[config.mk]
export PLATFORM = sky130hd
export DESIGN_NAME = uart_tx_parity
export DESIGN_NICKNAME = d
export VERILOG_FILES = /design/src/rtl/uart_tx_parity.sv
export SDC_FILE = /design/constraint.sdc
export NUM_CORES = 1
export LEC_CHECK = 0
export BUFFER_PORTS_ARGS = -buffer_cell sky130_fd_sc_hd__buf_2
export CELL_PAD_IN_SITES_DETAIL_PLACEMENT = 1
export CELL_PAD_IN_SITES_GLOBAL_PLACEMENT = 1
export CORE_MARGIN = 1
export CORE_UTILIZATION = 40
export CTS_CLUSTER_DIAMETER = 100
export DETAILED_ROUTE_END_ITERATION = 10
export PLACE_DENSITY = 0.71
export SLEW_MARGIN = 15
export SYNTH_ARGS = -nofsm -noshare
export SYNTH_HDL_FRONTEND = slang
export SYNTH_SLANG_ARGS = --single-unit
[constraint.sdc]
create_clock -name clk -period 2.9 [get_ports clk]
set_input_delay 0.58 -clock clk [delete_from_list [all_inputs] [get_ports clk]]
set_output_delay 0.58 -clock clk [all_outputs]
set_load 0.02 [all_outputs]
[src/rtl/uart_tx_parity.sv]
// -----------------------------------------------------------------------------
// uart_tx_parity
// Transmit half of the UART block. Sends one frame per accepted word:
// start bit (0), Data_bits-1 payload bits LSB first, one even-parity bit,
// stop bit (1). Bit timing is counted on the shared oversampling strobe
// s_ticks: Dt_ticks strobes per start/data/parity bit, Sp_ticks for stop.
//
// Optional feature macro: UART_TX_HOLD_REG_EN
//   defined   -> one-entry holding register; a word accepted while a frame
//                is in flight is sent back-to-back after the current stop bit,
//                and tx_busy reflects only the holding register.
//   undefined -> no holding register; tx_busy is high while a frame is active.
//
// Ports
//   clk           in   system clock, all logic on posedge
//   Reset         in   synchronous active-high reset (aborts any frame)
//   s_ticks       in   oversampling strobe, one clk wide
//   tx_start      in   request to send data_in
//   data_in       in   payload (Data_bits-1 bits), sampled on accept only
//   tx            out  serial line, idle high, registered
//   tx_busy       out  1 = tx_start is ignored this cycle, registered
//   tx_done_tick  out  one-clk pulse after the last stop-bit strobe, registered
// -----------------------------------------------------------------------------
module uart_tx_parity #(
  parameter int Data_bits = 9,
  parameter int Dt_ticks  = 16,
  parameter int Sp_ticks  = 16
) (
  input  logic                 clk,
  input  logic                 Reset,
  input  logic                 s_ticks,
  input  logic                 tx_start,
  input  logic [Data_bits-2:0] data_in,
  output logic                 tx,
  output logic                 tx_busy,
  output logic                 tx_done_tick
);

  localparam int W     = Data_bits - 1;
  localparam int S_MAX = (Dt_ticks > Sp_ticks) ? Dt_ticks : Sp_ticks;
  localparam int S_W   = $clog2(S_MAX);
  localparam int N_W   = $clog2(Data_bits);

  localparam logic [S_W-1:0] S_ZERO  = {S_W{1'b0}};
  localparam logic [S_W-1:0] S_ONE   = {{(S_W-1){1'b0}}, 1'b1};
  localparam logic [S_W-1:0] DT_LAST = S_W'(Dt_ticks - 1);
  localparam logic [S_W-1:0] SP_LAST = S_W'(Sp_ticks - 1);
  localparam logic [N_W-1:0] N_ZERO  = {N_W{1'b0}};
  localparam logic [N_W-1:0] N_ONE   = {{(N_W-1){1'b0}}, 1'b1};
  localparam logic [N_W-1:0] N_LAST  = N_W'(Data_bits - 2);

  typedef enum logic [2:0] {
    IDLE   = 3'd0,
    START  = 3'd1,
    DATA   = 3'd2,
    PARITY = 3'd3,
    STOP   = 3'd4
  } state_t;

  // Even parity bit: makes the total count of ones over payload+parity even.
  function automatic logic even_parity(input logic [W-1:0] word);
    return ^word;
  endfunction

  state_t         state_r, state_s;
  logic [S_W-1:0] s_r, s_s;
  logic [N_W-1:0] n_r, n_s;
  logic [W-1:0]   shift_r, shift_s;
  logic           parity_r, parity_s;
  logic           tx_r, tx_s;
  logic           busy_r, busy_s;
  logic           done_r, done_s;
  logic           accept_s;
  logic           load_s;
  logic [W-1:0]   load_word_s;
`ifdef UART_TX_HOLD_REG_EN
  logic           hold_valid_r, hold_valid_s;
  logic [W-1:0]   hold_word_r, hold_word_s;
`endif

  // Next-state, counter, datapath and output decode for the frame FSM.
  always_comb begin
    state_s     = state_r;
    s_s         = s_r;
    n_s         = n_r;
    shift_s     = shift_r;
    parity_s    = parity_r;
    done_s      = 1'b0;
    load_s      = 1'b0;
    load_word_s = data_in;
    accept_s    = tx_start & ~busy_r;
    busy_s      = 1'b0;
    tx_s        = 1'b1;
`ifdef UART_TX_HOLD_REG_EN
    hold_valid_s = hold_valid_r;
    hold_word_s  = hold_word_r;
`endif

    case (state_r)
      IDLE: begin
        if (accept_s) begin
          load_s = 1'b1;
        end else begin
          load_s = 1'b0;
        end
      end
      START: begin
        if (s_ticks) begin
          if (s_r == DT_LAST) begin
            s_s     = S_ZERO;
            state_s = DATA;
          end else begin
            s_s = s_r + S_ONE;
          end
        end else begin
          s_s = s_r;
        end
      end
      DATA: begin
        if (s_ticks) begin
          if (s_r == DT_LAST) begin
            s_s     = S_ZERO;
            shift_s = shift_r >> 1;
            n_s     = n_r + N_ONE;
            if (n_r == N_LAST) begin
              state_s = PARITY;
            end else begin
              state_s = DATA;
            end
          end else begin
            s_s = s_r + S_ONE;
          end
        end else begin
          s_s = s_r;
        end
      end
      PARITY: begin
        if (s_ticks) begin
          if (s_r == DT_LAST) begin
            s_s     = S_ZERO;
            state_s = STOP;
          end else begin
            s_s = s_r + S_ONE;
          end
        end else begin
          s_s = s_r;
        end
      end
      STOP: begin
        if (s_ticks) begin
          if (s_r == SP_LAST) begin
            s_s    = S_ZERO;
            done_s = 1'b1;
`ifdef UART_TX_HOLD_REG_EN
            // Chain straight into the next frame: no idle-high gap.
            if (hold_valid_r) begin
              load_s       = 1'b1;
              load_word_s  = hold_word_r;
              hold_valid_s = 1'b0;
            end else if (accept_s) begin
              load_s = 1'b1;
            end else begin
              state_s = IDLE;
            end
`else
            state_s = IDLE;
`endif
          end else begin
            s_s = s_r + S_ONE;
          end
        end else begin
          s_s = s_r;
        end
      end
      default: begin
        state_s = IDLE;
      end
    endcase

`ifdef UART_TX_HOLD_REG_EN
    // An accepted word that did not go straight to the shifter is parked.
    if (accept_s && !load_s) begin
      hold_valid_s = 1'b1;
      hold_word_s  = data_in;
    end else begin
      hold_valid_s = hold_valid_s;
    end
`endif

    if (load_s) begin
      state_s  = START;
      shift_s  = load_word_s;
      parity_s = even_parity(load_word_s);
      s_s      = S_ZERO;
      n_s      = N_ZERO;
    end else begin
      shift_s = shift_s;
    end

`ifdef UART_TX_HOLD_REG_EN
    busy_s = hold_valid_s;
`else
    busy_s = (state_s != IDLE);
`endif

    // Line level is decoded from the next state so tx is a clean flop output.
    case (state_s)
      IDLE:    tx_s = 1'b1;
      START:   tx_s = 1'b0;
      DATA:    tx_s = shift_s[0];
      PARITY:  tx_s = parity_s;
      STOP:    tx_s = 1'b1;
      default: tx_s = 1'b1;
    endcase
  end

  // State, counters, shifter and registered outputs with synchronous reset.
  always_ff @(posedge clk) begin
    if (Reset) begin
      state_r  <= IDLE;
      s_r      <= S_ZERO;
      n_r      <= N_ZERO;
      shift_r  <= {W{1'b0}};
      parity_r <= 1'b0;
      tx_r     <= 1'b1;
      busy_r   <= 1'b0;
      done_r   <= 1'b0;
`ifdef UART_TX_HOLD_REG_EN
      hold_valid_r <= 1'b0;
      hold_word_r  <= {W{1'b0}};
`endif
    end else begin
      state_r  <= state_s;
      s_r      <= s_s;
      n_r      <= n_s;
      shift_r  <= shift_s;
      parity_r <= parity_s;
      tx_r     <= tx_s;
      busy_r   <= busy_s;
      done_r   <= done_s;
`ifdef UART_TX_HOLD_REG_EN
      hold_valid_r <= hold_valid_s;
      hold_word_r  <= hold_word_s;
`endif
    end
  end

  assign tx           = tx_r;
  assign tx_busy      = busy_r;
  assign tx_done_tick = done_r;

endmodule

==> results of run 1 <==
-- worst max-delay path: stages, from the launching register on --
cell and delay, ns:
dfxtp_1 0.41, ha_1 0.25, and4_1 0.35, and2_1 0.36
nand2_1 0.10, a311oi_1 0.28
-- sequential cells by signal, indices dropped and copies added, names as in the netlist --
name and cells:
parity_r 1, state_r 3, tx_done_tick 1, n_r 4
tx 1, shift_r 8, s_r 4, tx_busy 1
-- stage by stage --
stage | area (µm²) | total power [mW] | setup slack (ns)
2_1_floorplan | 1120 | 0.403 | 1.34
3_3_place_gp | 1180 | 0.422 | 1.08
3_5_place_dp | 1180 | 0.426 | 1.00
4_1_cts | 1210 | 0.578 | 1.04
5_1_grt | 1210 | 0.595 | 0.885
6_report | 1210 | 0.568 | 1.06
-- layer usage --
metal,wire length (µm),up-vias,global-route usage
li1,-,478,-
met5,0,-,0
met3,63,7,0.0246
met2,1320,17,0.341
met4,72,0,0.117
met1,1090,464,0.219
-- cell type report --
class | instances | area (µm²)
Fill cell | 322 | 1360
Clock buffer | 4 | 26.3
Tap cell | 30 | 37.5
Sequential cell | 23 | 460
Timing Repair Buffer | 14 | 70.1
Multi-Input combinational cell | 97 | 612
-- power groups by stage --
stage | sequential, mW | combinational, mW | clock (mW)
2_1_floorplan | 0.345 | 0.0585 | 0
3_3_place_gp | 0.346 | 0.0762 | 0
3_5_place_dp | 0.347 | 0.0789 | 0
4_1_cts | 0.340 | 0.0795 | 0.159
5_1_grt | 0.342 | 0.0869 | 0.167
6_report | 0.340 | 0.0784 | 0.150
-- logic make-up after synthesis --
logic type      after synthesis
buf+inv                       8
mux                           1
simple gates                 54
compound gates               28
xor+xnor                     12
flops                        23
fa+ha+maj                     2
-- cell usage in the layout, fill, tap and decap left out, types with 2 or more instances in the layout --
cell type | netlist | routed
nand3_1 | 12 | 12
nand2b_1 | 2 | 2
xor2_1 | 4 | 4
and2_1 | 2 | 2
buf_2 | 5 | 14
nand4b_1 | 2 | 2
dfxtp_1 | 23 | 23
ha_1 | 2 | 2
nor2_1 | 13 | 13
a22oi_1 | 5 | 5
a21oi_1 | 12 | 12
a311oi_1 | 2 | 2
xnor2_1 | 8 | 8
nand4_1 | 3 | 3
nand2_1 | 10 | 10
clkbuf_4 | 0 | 3
-- final timing paths --
| check | from | end | cells past startpoint |
|---|---|---|---|
| hold / removal | shift_r[5] | shift_r[5] | 2 |
| setup reg to reg | s_r[1] | shift_r[3] | 5 |
| setup / recovery | s_r[1] | shift_r[3] | 5 |
| hold reg to reg | shift_r[5] | shift_r[5] | 2 |
==> results_dict.tcl, run 1 <==
set metrics [dict create \
    clock_power_share 0.264 \
    fin_cells 168 \
    worstSkewPairLatency_ns 0.31 \
    finalHoldViolCount 0 \
    seq_power_share 0.598 \
    synth_edf_count 0 \
    ctsHoldBuffers 0 \
    synthCells 128 \
    syn2layout_area_growth_pct 7.35 \
    cts_setup_buffers 0 \
    crit_required_ns 3.13 \
    ant_nets 0 \
    synth-seq-cells 23 \
    finClkSkew_ns 0.00444 \
    synth_area_leaders "dfxtp_1, xnor2_1, a21oi_1" \
    grt_overflow 0 \
    drc 0 \
    leakage_nw 0.437 \
    ys.flop_type "dfxtp_1" \
    status "finished clean" \
    yosysSeqAreaShare 0.410 \
    setup-violations-final 0 \
    synth_cell_type_count 37 \
    clockBufferDepth 2 \
    dpl.cell_count 164 \
    power.switching_mw 0.149 \
    synthTopCellsByCount "dfxtp_1, nor2_1, a21oi_1, nand3_1, nand2_1" \
    num_rows 18 \
    crit_fanout 9 \
    period_needed_ns 1.84 \
    relSlewSlack 0.727 \
    vdd_drop_max_mv 0.286 \
    clock-sinks 23 \
    synth_fp_nets 142 \
    vias 966 \
    yosys.area_share.simple 0.256 \
    grt_pass1_vias 927 \
    initial_core_util 0.438 \
    wl_per_cell_um 15.2 \
    grt_start_max_net_pins 16 \
    timing.hold.ws_ns 0.483 \
    max_clock_freq_ghz 0.542 \
    antenna_found_initial 0 \
    swShare 0.263 \
    tightest_slew_ns 0.410 \
    ioPinCount 15 \
    postSynth.asyncResetShare 0 \
    io_buffers 14 \
    grt_pass1_wl_um 4020 \
    post-synth-top-area-cell "dfxtp_1" \
    htree_levels 1 \
    yosysTopAreaCellShare 0.410 \
    avgSynthCellArea_um2 8.78 \
    die_area_um2 3030 \
    gp_congestion 0.723 \
    cts_tree "done" \
    die_y_um 55 \
    synth.most_common_cell "dfxtp_1" \
    synth_compound_area_frac 0.164 \
    rsz0062_at_grt "no" \
    power_density_nw_per_um2 471 \
    synth_xor_area_frac 0.0935 \
    synthAdderAreaFrac 0.0223 \
    fp.coreArea_um2 2570 \
    die_w_um 55 \
    diodes 0 \
    vias_per_cell 5.75 \
    reg2reg_slack_ns 1.06 \
    critPathArrivalTime_ns 2.07 \
    internal_power_mw 0.419 \
    slew_viol_final 0 \
    synth_top_family_by_area "simple AND/OR/NAND/NOR gates" \
    critPathKind "register to register" \
    synth_warnings 0 \
    root_buffer "clkbuf_4" \
    synth_area_um2 1120 \
    cts_buffers 3 \
    period_share 0.636 \
    drive_gt1_frac 0.145 \
    muxShareOfSynthArea 0.00891 \
    clk_pin_slew_ns 0.12 \
    hpwl_um 1890 \
    grt_usage 0.193 \
    first_iter_violations 8 \
    setup_tns_ns 0 \
    cp-start-kind "register" \
    nets 153 \
    first_pass_iters 4 \
    power_frac_comb 0.138 \
    cap_viol_max_count 0 \
    totalWireLength_um 2550 \
    hold_class "register to register" \
    post-route-util 0.470 \
    cp-end-kind "register" \
    post_cts_resized 0 \
]
(Power assumes the default switching activity.)
==> run 2, diff against run 1 <==
- CORE_UTILIZATION: 40 -> 38
- clock period: 2.9 -> 1.5 ns (I/O delays scaled with it)
==> results_dict.tcl, run 2 (synthesis gave the netlist of run 1 again) <==
set metrics [dict create \
    root_buffer "clkbuf_4" \
    clockBufferDepth 2 \
    nets 173 \
    post-route-util 0.501 \
    worstSkewPairLatency_ns 0.32 \
    grt_pass1_wl_um 4490 \
    critical_path.reg2reg.endpoint "shift_r[0]" \
    finClkSkew_ns 0.00491 \
    ctsHoldBuffers 0 \
    setup-violations-final 0 \
    relSlewSlack 0.758 \
    antenna_found_initial 0 \
    crit_fanout 10 \
    cts_buffers 3 \
    wl_per_cell_um 14.1 \
    drive_gt1_frac 0.329 \
    grt_pass1_vias 1036 \
    cp-start-kind "register" \
    first_iter_violations 22 \
    grt_usage 0.182 \
    slew_viol_final 0 \
    die_w_um 56.4 \
    diodes 0 \
    num_rows 19 \
    clock-sinks 23 \
    critPathKind "register to register" \
    largest_reg_flops 8 \
    grt_start_max_net_pins 16 \
    post-place-ws_ns -0.0869 \
    initial_core_util 0.404 \
    hold_class "input pin to register" \
    setup_ws_ns 0.0302 \
    clk_pin_slew_ns 0.14 \
    ant_nets 0 \
    cts_tree "done" \
    crit_required_ns 1.71 \
    critical_path.startpoint "state_r[1]" \
    max_clock_freq_ghz 0.680 \
    period_share 0.980 \
    finalPower_mw 1.13 \
    io_buffers 14 \
    leakage_nw 0.564 \
    ioPinCount 15 \
    power_density_nw_per_um2 807 \
    vdd_drop_max_mv 0.523 \
    status "finished clean" \
    die_area_um2 3180 \
    period_needed_ns 1.47 \
    syn2layout_area_growth_pct 24.1 \
    grt_overflow 0 \
    layout.cells.most_common_list "buf_4, dfxtp_1, buf_2" \
    die_y_um 56.4 \
    setup_tns_ns 0 \
    vias_per_cell 5.52 \
    critPathArrivalTime_ns 1.68 \
    htree_levels 1 \
    crit_end "shift_r[0]" \
    cp_slowest_stage_delay_ns 0.40 \
    first_pass_iters 4 \
    hpwl_um 2050 \
    r2r_start "state_r[1]" \
    timing.hold.ws_ns 0.228 \
    fill_cells 359 \
    placed_area_um2 1340 \
    top_register "shift_r" \
    cp-end-kind "register" \
    rsz0062_at_grt "yes" \
    crit_chain "or3_4, or2_1, buf_4, nor2_1, a311oi_2" \
    cap_viol_max_count 0 \
    totalWireLength_um 2660 \
    slowest_stage "or3_4" \
    drc 0 \
    finalHoldViolCount 0 \
    finish.instance_area_um2 1390 \
    layout_commonest_cell "buf_4" \
    reg2regPathDepth 5 \
    vias 1043 \
    reg2reg_slack_ns 0.03 \
    dpl.cell_count 185 \
    reg_top3 "shift_r (8), n_r (4), s_r (4)" \
    tightest_slew_ns 0.362 \
    gp_congestion 0.742 \
    fp.coreArea_um2 2780 \
    fin_cells 189 \
]
run 2: power breakdown:
group / switching, mW / internal (mW)
logic: 0.0891 / 0.0818
clock network: 0.199 / 0.0998
registers: 0.0171 / 0.638
run 2: area by class of cell:
type                    instances  area (µm²)  area share
multi-input cells              97         642       0.461
flip-flops and latches         23         465       0.334
repair buffers                 34         220       0.158
well taps                      31        38.8      0.0278
clock buffers                   3        22.5      0.0162
clock inverters                 1        5.00     0.00359
run 2: repair_timing:
action | CTS | global route
setup endpoints to repair | 11 | 17
cloned | 0 | 0
resized for setup | 8 | 4
endpoints found under the hold margin | 0 | 0
setup buffers | 0 | 0
run 2: critical path: cells and delay by family, from the launching register on:
| family | cells | cell delay [ns] |
|---|---|---|
| AOI/OAI and AO/OA | 1 | 0.06 |
| and+or+nand+nor | 3 | 0.76 |
| DFF | 1 | 0.37 |
| buffers and inverters | 1 | 0.18 |
run 2: worst min path at each step:
stage | from | end | slack (ns) | cells after the start
floorplan | Reset | shift_r[0] | 0.37 | 1
global placement | shift_r[2] | shift_r[2] | 0.46 | 2
detailed placement | shift_r[6] | shift_r[6] | 0.46 | 2
CTS | data_in[7] | shift_r[7] | 0.22 | 3
global route | data_in[7] | shift_r[7] | 0.24 | 3
finish | data_in[7] | shift_r[7] | 0.23 | 3
run 2: per-layer routing:
metal / vias up / GRT usage / wire length (µm)
met5: - / 0 / 0
li1: 520 / - / -
met1: 509 / 0.224 / 1230
met3: 4 / 0.0392 / 65
met2: 10 / 0.308 / 1340
met4: 0 / 0.0732 / 25
